==> config.mk <==
export PLATFORM = sky130hd
export DESIGN_NAME = icache_line_fill
export DESIGN_NICKNAME = d
export VERILOG_FILES = /design/src/rtl/icache_line_fill.sv
export SDC_FILE = /design/constraint.sdc
export NUM_CORES = 1
export LEC_CHECK = 0
export ABC_CLOCK_PERIOD_IN_PS = 2500
export BUFFER_PORTS_ARGS = -buffer_cell sky130_fd_sc_hd__buf_2
export CELL_PAD_IN_SITES_DETAIL_PLACEMENT = 1
export CELL_PAD_IN_SITES_GLOBAL_PLACEMENT = 1
export CORE_AREA = 5 5 278 280
export DETAILED_ROUTE_END_ITERATION = 8
export DIE_AREA = 0 0 283 285
export PLACE_DENSITY_LB_ADDON = 0.08
export SYNTH_ARGS = -nofsm -noshare
export SYNTH_HDL_FRONTEND = slang
export SYNTH_SLANG_ARGS = --single-unit
==> constraint.sdc <==
create_clock -name clk -period 2.5 [get_ports clk]
set_input_delay 0.25 -clock clk [delete_from_list [all_inputs] [get_ports clk]]
set_output_delay 0.25 -clock clk [all_outputs]
set_load 0.1 [all_outputs]
==> src/rtl/icache_line_fill.sv <==
// -----------------------------------------------------------------------------
// icache_line_fill
// Fills one 32-byte instruction-cache line on a miss: issues a burst read,
// assembles four 64-bit beats into a line buffer, writes the whole line into
// the data array in a single cycle, then pulses fill_done.
//
// Ports
//   clk, rst          clock, synchronous active-high reset
//   miss_req/addr     fill request and missing byte address (sampled in IDLE)
//   busy              high whenever a fill is in progress
//   fill_done         one-cycle pulse after the array write
//   fill_addr/line    line-aligned address and assembled line of last fill
//   mem_read/addr     burst read request and line-aligned burst address
//   mem_resp/rdata    one 64-bit beat per cycle when mem_resp is high
//   da_csb/addr       data-array chip select (active low) and set index
//   da_wmask/din      data-array byte write mask and write data
//
// state  | meaning
// IDLE   | waiting for miss_req
// REQ    | burst read outstanding, collecting beats 0..3
// WRITE  | line written into the data array (one cycle)
// DONE   | fill_done pulse while the array commits the write (one cycle)
// -----------------------------------------------------------------------------
module icache_line_fill (
    input  logic         clk,
    input  logic         rst,
    input  logic         miss_req,
    input  logic [31:0]  miss_addr,
    output logic         busy,
    output logic         fill_done,
    output logic [31:0]  fill_addr,
    output logic [255:0] fill_line,
    output logic         mem_read,
    output logic [31:0]  mem_addr,
    input  logic         mem_resp,
    input  logic [63:0]  mem_rdata,
    output logic         da_csb,
    output logic [3:0]   da_addr,
    output logic [31:0]  da_wmask,
    output logic [255:0] da_din
);

    typedef enum logic [1:0] {
        S_IDLE  = 2'd0,
        S_REQ   = 2'd1,
        S_WRITE = 2'd2,
        S_DONE  = 2'd3
    } state_e;

    state_e         state_q, state_d;
    logic [1:0]     beat_q, beat_d;
    logic [31:0]    addr_q, addr_d;
    logic [255:0]   line_q, line_d;

    always_ff @(posedge clk) begin
        if (rst) begin
            state_q <= S_IDLE;
            beat_q  <= 2'd0;
            addr_q  <= 32'd0;
            line_q  <= 256'd0;
        end else begin
            state_q <= state_d;
            beat_q  <= beat_d;
            addr_q  <= addr_d;
            line_q  <= line_d;
        end
    end

    always_comb begin
        state_d = state_q;
        unique case (state_q)
            S_IDLE:  if (miss_req) state_d = S_REQ;
            S_REQ:   if (mem_resp && (beat_q == 2'd3)) state_d = S_WRITE;
            S_WRITE: state_d = S_DONE;
            S_DONE:  state_d = S_IDLE;
            default: state_d = S_IDLE;
        endcase
    end

    // Line buffer is deliberately not cleared at the start of a new fill;
    // each beat simply overwrites its own 64-bit slot.
    always_comb begin
        beat_d = beat_q;
        addr_d = addr_q;
        line_d = line_q;
        if (state_q == S_IDLE) begin
            if (miss_req) begin
                addr_d = miss_addr & 32'hFFFF_FFE0;
                beat_d = 2'd0;
            end
        end else if (state_q == S_REQ) begin
            if (mem_resp) begin
                line_d[{beat_q, 6'd0} +: 64] = mem_rdata;
                beat_d = beat_q + 2'd1;
            end
        end
    end

    always_comb begin
        busy      = 1'b1;
        fill_done = 1'b0;
        mem_read  = 1'b0;
        da_csb    = 1'b1;
        da_wmask  = 32'd0;
        unique case (state_q)
            S_IDLE:  busy = 1'b0;
            S_REQ:   mem_read = 1'b1;
            S_WRITE: begin
                da_csb   = 1'b0;
                da_wmask = 32'hFFFF_FFFF;
            end
            S_DONE:  fill_done = 1'b1;
            default: busy = 1'b0;
        endcase
    end

    assign fill_addr = addr_q;
    assign mem_addr  = addr_q;
    assign fill_line = line_q;
    assign da_addr   = addr_q[8:5];
    assign da_din    = line_q;

endmodule

# After elaboration in Yosys (flattened, before gate mapping)
# Index checks and enable logic that the tools add are counted.
dict set report word_totals {
  register_bits 287
  inputBits 100
  output_inout_bits 616
}
dict set report classes {
  addsub 2
  eq_ne 6
  shifts 2
  mux 13
  bitwise 1
  reduce_logical 8
}
# operator count
set op_table {}
lappend op_table {{$bwmux 256} 1}
lappend op_table {{$shift 64x10->256 const A} 1}
lappend op_table {{$shiftx 64x10->256} 1}
lappend op_table {{$mux 32} 1}
lappend op_table {{$mux 2} 6}
lappend op_table {{$neg 8->10} 1}
lappend op_table {{$pmux 2 s4} 1}
lappend op_table {{$eq 2x2->1 const B} 3}
lappend op_table {{$reduce_and 3->1} 2}
lappend op_table {{$mux 1} 4}
lappend op_table {{$ne 2x2->1 const B} 2}
lappend op_table {{$reduce_and 2->1} 2}
lappend op_table {{$reduce_bool 2->1} 2}
lappend op_table {{$add 2x1->2 const B} 1}
lappend op_table {{$eq 2x1->1 const B} 1}
lappend op_table {{$logic_not 2->1} 1}
lappend op_table {{$logic_and 1x1->1} 1}
lappend op_table {{$not 1->1} 1}

# Logic depth before layout (Yosys ltp)
# Gate-level depths: netlist of the first run.
dict set report logic_depth {
  depth_word 4
  mapped_depth 7
}

# Least setup slack after synthesis of the first run
# No wires, ideal clock.
dict set report synth_timing {
  path_kind {register to output}
  from {register state_q[0]}
  to {output port da_csb}
  arrival_time_ns 2.682
  required_ns 2.250
  slack_ns -0.432
  path_stages_with_launch 4
  path_buffers 0
  cell_sequence {dfxtp_1 -> inv_1 -> ha_1 -> inv_1}
}
dict set report synth_via {
  elab_chain_cells 2
}
# element line_no
set synth_rtl {}
lappend synth_rtl {{from (decl)} 50} ;# state_e state_q, state_d;
lappend synth_rtl {{from (signal assigned)} 62} ;# state_q <= state_d;
lappend synth_rtl {{$eq 2x2->1} 105} ;# unique case (state_q)
lappend synth_rtl {{$mux 1} 105}
lappend synth_rtl {{to (decl)} 37} ;# output logic da_csb,
# No other way between the ends.

# Final worst setup path of the first run
dict set report layout_timing {
  from {register state_q[0]}
  to {output port da_wmask[13]}
}
dict set report layout_via {
  elab_chain_cells 2
}
# element line_no
set layout_rtl {}
lappend layout_rtl {{$eq 2x2->1} 105}
lappend layout_rtl {{$mux 32} 105}
lappend layout_rtl {{to (decl)} 39} ;# output logic [31:0] da_wmask,
# No other way between the ends.

==> impl_metrics.toml, run 1 <==
[outcome]
status = "finished, final reports clean"

[global_route]
overflow = 0
antenna_found_initial = 5
grt_max_degree = 92
grt_first_pass_wirelength_mm = 87.03
gr-usage-all-layers = 0.1426
grt_pass1_vias = 11620

[floorplan]
die_h_um = 285
placementRows = 100
io_pins = 716
core_region_area_um2 = 74200
start_util = 0.1664
die_w_um = 283
die-area_um2 = 80660

[finish]
nFillCells = 8679
final_cells = 2660
drive_above_1_share = 0.4875
finish.utilization = 0.2249
final_nets = 1774
design_area_um2 = 16690
area_delta_synth_final_pct = 35.18

[cts]
clk_pin_slew_ns = 0.06
clock-root-buffer = "clkbuf_16"
cts_tree = "built"
clk_latency_ns = 0.54
ctsHtreeMaxLevel = 2
cts.sinks = 287
ctsResizeCount = 0
clk_path_buf_depth = 3
numCtsBuffers = 39

[routing]
drt_iter0_drc = 468
vias = 10910
post_drt_wl_per_cell_um = 22.96
drcViolationCount = 0
drtAntennaViolNets = 0
dr.pass1.iters = 4
routed_wl_mm = 61.07
vias_per_cell = 4.101

[power_and_ir_drop]
vdd_drop_max_uv = 877.0
p_int_mw = 9.113
p_per_area_nw_per_um2 = 1112
leakagePower_nw = 8.325
pwr-share-seq = 0.277
switchingPower_mw = 9.446
comb_power_share = 0.439
switching_share = 0.5090
clockPowerShare = 0.284
power_mw = 18.56

[sta]
post-route-period-util = 0.9113
fmaxAchievable_mhz = 438.9
rsz0062_at_grt = "false"
final_hold_viol_count = 0
hold_slack_ns = 0.04115
tightestPinTransition_ns = 0.7497
relSlewSlack = 0.5002
drv_slew = 0
fin_crit_ns = 2.278
fin_worst_skew_ns = 0.02039
setup_viol = 0
worst_slack_ns = 0.2217
final.setup.tns_ns = 0

[critical_path]
r2r_cells = 6
start_kind = "register"
cp.arrival_ns = 2.03
critPathMaxFanout = 34
crit_type = "reg -> out"
required_ns = 2.25
endpoint_kind = "output pin"

[hold_path]
min_path_type = "in -> reg"
holdPathStages = 2

[synth]
yosysMostFrequentCell = "buf_4"
synth-async-reset-ratio = 0
syn_area_per_cell_um2 = 10.09
synth_top_area_share = 0.4654
ys_warn_count = 0
yosysSeqAreaShare = 0.4654
synth_edf_count = 0
post-synth-top-area-cell = "dfxtp_1"
synth_cell_types = 40
netlist_instances = 1223
ys.flop_type = "dfxtp_1"
synthTopCellsByArea = "dfxtp_1 47%, buf_4 20%, a32o_1 7.9%"
netlist_area_um2 = 12350
synth_common_cells = "334 x buf_4, 287 x dfxtp_1, 98 x a32o_1, 85 x nand2_1"
ys_seq_elements = 287

[flow_run]
max_cap_violations = 0

[place]
preCtsSetupSlack_ns = 0.2819
finalWeightedCongestion = 0.6804
dp_cells = 2508
placed_area_um2 = 14660
io_buffers = 700
dp_hpwl_mm = 43.28
[power groups by stage]
stage          sequential [mW]  clock, mW  combinational, mW
3_3_place_gp              5.25          0               8.13
3_5_place_dp              5.26          0               8.13
5_1_grt                   5.19       5.71               8.40
4_1_cts                   5.16       5.53               8.25
6_report                  5.15       5.26               8.15
2_1_floorplan             7.09          0               5.39
[registers in the layout, indices dropped and copies added (netlist names)]
register	cells
beat_q	2
da_din	256
fill_addr	27
state_q	2
[timing repair]
item | in CTS | in global routing
endpoints found under the hold margin | 201 | 0
buffers inserted | 0 | 0
hold buffers | 83 | 0
[placed cells by master, fill, tap and decap left out, types with 2 or more instances in the layout]
cell           count
ha_1               9
buf_12            14
o21ai_0            3
ha_2               2
clkbuf_16         39
a21oi_1           59
o21a_1             2
and3_1            30
buf_4             18
clkbuf_8          10
dlygate4sd3_1     83
diode_2            5
clkinvlp_4         2
nand4b_1          30
dfxtp_1          287
inv_1              6
a22o_1            64
clkbuf_1          11
buf_2            699
nand3_4            3
nor2_4             2
nor2_1            36
conb_1            10
nand2_1           85
a31o_1             8
a31o_2            22
a32oi_1           34
a32o_1            98
[layout make-up]
class | instances | area, µm² | share of cell area
flip-flops and latches | 287 | 5746 | 0.3443
repair buffers | 814 | 4745 | 0.2843
clock buffers | 60 | 1155 | 0.06920
diodes | 5 | 12.51 | 0.0007497
well taps | 969 | 1212 | 0.07265
inverters | 7 | 28.78 | 0.001724
multi-input cells | 514 | 3761 | 0.2254
clock inverters | 4 | 28.78 | 0.001724
[layer usage]
metal	up-vias	wire, µm	track usage
met5	-	0	0
met1	5499	25710	0.1723
met3	67	2773	0.02700
li1	4954	-	-
met4	0	1131	0.03308
met2	389	31460	0.2621
[critical path: stages (launching register included)]
cell and delay, ns:
dfxtp_1 0.34, inv_1 0.13, ha_2 0.49, buf_2 0.52
[cell families (layout without fill, tap and decap cells)]
group           Yosys count  count (layout)  synth area share
compound gates          294             294            0.1998
fa+ha+maj                11              11           0.01115
buf+inv                 431             885            0.2377
flops                   287             287            0.4654
mux                       1               1         0.0008108
other cells               1              15         0.0003038
simple gates            198             198           0.08493
[path summary, 6_finish.rpt]
path                                                 end                startpoint  slack [ns]
worst max-delay path                        da_wmask[13]   state_q[0]$_SDFFE_PP0P_        0.22
worst min-delay path             da_din[62]$_SDFFE_PP0P_             mem_rdata[62]        0.04
worst max register to register  da_din[159]$_SDFFE_PP0P_   state_q[1]$_SDFFE_PP0P_        0.31
worst min register to register  da_din[121]$_SDFFE_PP0P_  da_din[121]$_SDFFE_PP0P_        0.47
No activity file was read; power rests on OpenSTA's default activity.
==> run 2: changes to the inputs <==
==> constraint.sdc (replaced) <==
create_clock -name clk -period 2.5 [get_ports clk]
set_input_delay 0.5 -clock clk [delete_from_list [all_inputs] [get_ports clk]]
set_output_delay 0.5 -clock clk [all_outputs]
set_load 0.1 [all_outputs]
==> run 2 against run 1 <==
  * Critical path depth did not move
  * Clock skew fell by 0.0090 ns
  * Wire length fell by 0.78%
  * Clock power fell by 2%
  * Core utilization fell by 1.0 points
  * Critical path type unchanged
==> impl_metrics.toml, run 2 (synthesis results as in run 1) <==
[routing]
vias = 10490
vias_per_cell = 4.072
drtAntennaViolNets = 0
dr.pass1.iters = 5
post_drt_wl_per_cell_um = 23.51
drt_iter0_drc = 518
drcViolationCount = 0
routed_wl_mm = 60.60

[global_route]
grt_pass1_vias = 11260
globalRouteMet3Util = 0.02851
top_usage_layer = "met2"
grtUsageMet1 = 0.1698
gr-usage-all-layers = 0.1410
grt_first_pass_wirelength_mm = 85.64
overflow = 0
antenna_found_initial = 2
grt_max_degree = 92
use_met2 = 0.2579

[finish]
final_cells = 2577
final_nets = 1691
final_common_cell = "buf_2"
largest_register_ffs = 256
drive_above_1_share = 0.5118
nFillCells = 8659
area_delta_synth_final_pct = 28.92
final_cell_mix = "665 x buf_2, 287 x dfxtp_1, 98 x a32o_1"

[power_and_ir_drop]
p_per_area_nw_per_um2 = 1160
vdd_drop_max_uv = 676.4
leakagePower_nw = 7.974
power_mw = 18.46

[cts]
clk_latency_ns = 0.54
ctsHtreeMaxLevel = 2
clock-root-buffer = "clkbuf_16"
numCtsBuffers = 39
post_cts_buffers = 0
clk_pin_slew_ns = 0.05
cts_hold_repair.buffers = 0
cts.sinks = 287
cts_tree = "built"
clk_path_buf_depth = 3

[sta]
rsz0062_at_grt = "true"
relSlewSlack = 0.3565
setup_viol = 0
hold_slack_ns = 0.2083
final.setup.tns_ns = 0
tightestPinTransition_ns = 0.9652
drv_slew = 0
fmaxAchievable_mhz = 425.4
worst_slack_ns = 0.1492
post-route-period-util = 0.9403
fin_crit_ns = 2.351
final_hold_viol_count = 0
fin_worst_skew_ns = 0.01135

[floorplan]
die-area_um2 = 80660
io_pins = 716
core_region_area_um2 = 74200
die_w_um = 283
die_h_um = 285
placementRows = 100
start_util = 0.1664

[outcome]
status = "finished, final reports clean"

[place]
dp_cells = 2508
preCtsSetupSlack_ns = 0.2873
dp_hpwl_mm = 43.67
io_buffers = 700
finalWeightedCongestion = 0.6786

[critical_path]
crit_type = "reg -> out"
endpoint_kind = "output pin"
start_kind = "register"
required_ns = 2.00
critPathMaxFanout = 34
cp.arrival_ns = 1.85

[hold_path]
min_path_type = "in -> reg"

[flow_run]
max_cap_violations = 0
==> run 2: worst max-delay path: stages, from the launching register on <==
cell,delay [ns]
dfxtp_1,0.35
inv_1,0.16
ha_4,0.37
clkbuf_4,0.42
==> run 2: final timing paths <==
| kind | from | to | slack (ns) | cells after the start |
|---|---|---|---|---|
| worst max-delay path | state_q[0]$_SDFFE_PP0P_ | da_wmask[31] | 0.15 | 3 |
| worst min-delay path | miss_addr[20] | fill_addr[20]$_SDFFE_PP0P_ | 0.21 | 3 |
| worst max register to register | state_q[1]$_SDFFE_PP0P_ | da_din[40]$_SDFFE_PP0P_ | 0.27 | 5 |
| worst min register to register | fill_addr[25]$_SDFFE_PP0P_ | fill_addr[25]$_SDFFE_PP0P_ | 0.47 | 2 |
==> run 2: final cells by class <==
class	instances	area, µm²	area share
sequential	287	5746	0.3610
tap	969	1212	0.07617
antenna	4	10.01	0.0006289
inverter	7	28.78	0.001808
clock buffer	58	1107	0.06957
clock inverter	7	42.54	0.002673
multi-input combinational	514	3771	0.2369
timing repair buffer	731	3999	0.2512
==> run 2: power breakdown <==
group | leakage [nW] | total (mW) | switching (mW) | internal, mW
registers | 2.32 | 5.15 | 0.275 | 4.87
logic | 5.09 | 8.17 | 7.04 | 1.13
clock network | 0.567 | 5.15 | 2.11 | 3.04
total | 7.97 | 18.5 | 9.42 | 9.04
==> run 2: metal layers <==
metal	vias up	routed length, µm
li1	4770	-
met5	-	0
met4	0	1143
met2	404	31020
met3	63	3206
met1	5257	25230
==> run 2: stage by stage <==
step           cell area [µm²]  utilization
2_1_floorplan            12380            -
3_3_place_gp             14660       0.1976
3_5_place_dp             14660       0.1976
4_1_cts                  15890       0.2142
5_1_grt                  15910       0.2144
6_report                 15920       0.2145
==> run 2: repair_timing <==
item | in CTS | in global routing
resized for setup | 30 | 7
setup endpoints to repair | 33 | 5
pin swaps | 0 | 1
cloned | 0 | 0
==> run 3: changes to the inputs <==
--- a/config.mk
+++ b/config.mk
@@ -5,7 +5,7 @@
 export SDC_FILE = /design/constraint.sdc
 export NUM_CORES = 1
 export LEC_CHECK = 0
-export ABC_CLOCK_PERIOD_IN_PS = 2500
+export ABC_CLOCK_PERIOD_IN_PS = 2300
 export BUFFER_PORTS_ARGS = -buffer_cell sky130_fd_sc_hd__buf_2
 export CELL_PAD_IN_SITES_DETAIL_PLACEMENT = 1
 export CELL_PAD_IN_SITES_GLOBAL_PLACEMENT = 1
==> constraint.sdc (replaced) <==
create_clock -name clk -period 2.3 [get_ports clk]
set_input_delay 0.46 -clock clk [delete_from_list [all_inputs] [get_ports clk]]
set_output_delay 0.46 -clock clk [all_outputs]
set_load 0.1 [all_outputs]
==> run 3 against run 2 <==
  * Sequential share of layout area is 0.48 points lower
  * Sequential cell count unchanged
  * First-iteration DRC count up 8.7%
  * Die area did not move
  * Critical path depth rose by 1
  * Critical path type unchanged
  * Sequential power grew 8.3%
  * Non-clock buffer count rose by 2
  * Core utilization is 0.29 points higher
  * Final cell count is 0.31% higher
==> impl_metrics.toml, run 3 (synthesis results as in run 1) <==
[place]
placed_area_um2 = 14710
io_buffers = 700
finalWeightedCongestion = 0.6969
preCtsSetupSlack_ns = 0.1525
dp_hpwl_mm = 43.12
dp_cells = 2508

[cts]
ctsHtreeMaxLevel = 2
numCtsBuffers = 40
cts_hold_repair.buffers = 0
clock-root-buffer = "clkbuf_16"
clk_path_buf_depth = 3
cts.sinks = 287
clk_pin_slew_ns = 0.06
cts_tree = "built"
clk_latency_ns = 0.54

[floorplan]
placementRows = 100
die-area_um2 = 80660
die_w_um = 283
core_region_area_um2 = 74200
die_h_um = 285
io_pins = 716
start_util = 0.1664

[routing]
routed_wl_mm = 60.49
dr.pass1.iters = 5
drtAntennaViolNets = 0
drcViolationCount = 0
post_drt_wl_per_cell_um = 23.40
vias = 10500
drt_iter0_drc = 563
vias_per_cell = 4.060

[sta]
post-route-period-util = 0.9473
hold_slack_ns = 0.1585
setup_viol = 0
final_hold_viol_count = 0
fin_worst_skew_ns = 0.009503
final.setup.tns_ns = 0
relSlewSlack = 0.3927
tightestPinTransition_ns = 0.9110
rsz0062_at_grt = "false"
fin_crit_ns = 2.179
drv_slew = 0
fmaxAchievable_mhz = 459.0
worst_slack_ns = 0.1212

[global_route]
gr-usage-all-layers = 0.1412
grt_max_degree = 99
grt_pass1_vias = 11140
overflow = 0
antenna_found_initial = 2
grt_first_pass_wirelength_mm = 85.81

[outcome]
status = "finished, final reports clean"

[hold_path]
min_path_type = "in -> reg"

[finish]
design_area_um2 = 16130
final_common_cell = "buf_2"
drive_above_1_share = 0.5168
final_cells = 2585
regArea_um2 = 5746
final_cell_mix = "665 x buf_2, 287 x dfxtp_1, 98 x a32o_1"
nFillCells = 8613
largest_register_ffs = 256
final_nets = 1694
finish.utilization = 0.2174
area_delta_synth_final_pct = 30.65
multi_input_area_um2 = 3771

[critical_path]
reg2reg_slack_ns = 0.17
required_ns = 1.84
path_common_cell = "inv_1"
r2r_cells = 4
max_stage_delay_ns = 0.39
reg2reg_to = "da_din[217]$_SDFFE_PP0P_"
cp.arrival_ns = 1.72
crit_type = "reg -> out"
crit_end = "busy"
endpoint_kind = "output pin"
crit_chain = "inv_1 > ha_1 > inv_1 > buf_12"
start_kind = "register"
reg2reg_from = "state_q[1]$_SDFFE_PP0P_"
crit_slowest_cell = "dfxtp_1"
critPathLaunch = "state_q[0]$_SDFFE_PP0P_"
critPathMaxFanout = 5

[power_and_ir_drop]
clockPowerShare = 0.293
comb_power_share = 0.437
vdd_drop_max_uv = 590.1
pwr-share-seq = 0.270
power_mw = 20.68
switching_share = 0.5014
leakagePower_nw = 8.075
p_per_area_nw_per_um2 = 1282
switchingPower_mw = 10.37
p_int_mw = 10.31

[flow_run]
max_cap_violations = 0
-- run 3: changes by cell type in the layout (fill, tap and decap cells not counted) --
cell	previous run	this run
buf_4	49	46
clkinv_4	1	2
clkbuf_1	13	8
buf_12	14	19
clkbuf_4	3	0
buf_6	0	3
clkbuf_16	39	41
bufinv_16	0	2
inv_6	1	0
clkinv_2	5	9
clkinvlp_4	0	1
diode_2	4	6
-- run 3: critical path: cells and delay by family (launching register included) --
kind	cells	cell delay, ns
fa+ha+maj	1	0.28
buf+inv	3	0.50
flops	1	0.39
-- run 3: layout make-up --
class | count | area share
sequential | 287 | 0.3562
timing repair buffer | 733 | 0.2534
multi-input combinational | 514 | 0.2338
tap | 969 | 0.07517
clock buffer | 55 | 0.07059
clock inverter | 14 | 0.008068
inverter | 7 | 0.001784
antenna | 6 | 0.0009309
-- run 3: worst min path at each step --
stage,endpoint,startpoint,depth (start not counted),slack [ns]
global placement,fill_addr[30]$_SDFFE_PP0P_,fill_addr[30]$_SDFFE_PP0P_,2,0.45
global route,fill_addr[28]$_SDFFE_PP0P_,miss_addr[28],3,0.12
detailed placement,fill_addr[21]$_SDFFE_PP0P_,fill_addr[21]$_SDFFE_PP0P_,2,0.47
finish,fill_addr[7]$_SDFFE_PP0P_,miss_addr[7],3,0.16
CTS,fill_addr[12]$_SDFFE_PP0P_,miss_addr[12],3,0.1
floorplan,beat_q[1]$_SDFFE_PP0P_,beat_q[1]$_SDFFE_PP0P_,2,0.48
-- run 3: power by group through the flow --
stage          logic, mW  clock network, mW  registers (mW)
6_report            9.03               6.07            5.58
5_1_grt             9.29               6.55            5.64
4_1_cts             8.91               6.39            5.61
3_5_place_dp        8.88                  0            5.72
3_3_place_gp        8.87                  0            5.70
2_1_floorplan       5.87                  0            7.70
-- run 3: layer usage --
metal	vias to the layer above	routed length, µm	GRT usage
li1	4787	-	-
met3	55	2829	0.02788
met1	5281	24590	0.1668
met4	0	935	0.03001
met5	-	0	0
met2	372	32140	0.2649
-- run 3: what timing repair did --
item / 4_1_cts / 5_1_grt
endpoints found under the setup margin: 34 / 33
gates resized for setup: 4 / 66
setup buffers: 0 / 2
gates cloned: 0 / 0
pin swaps: 0 / 1
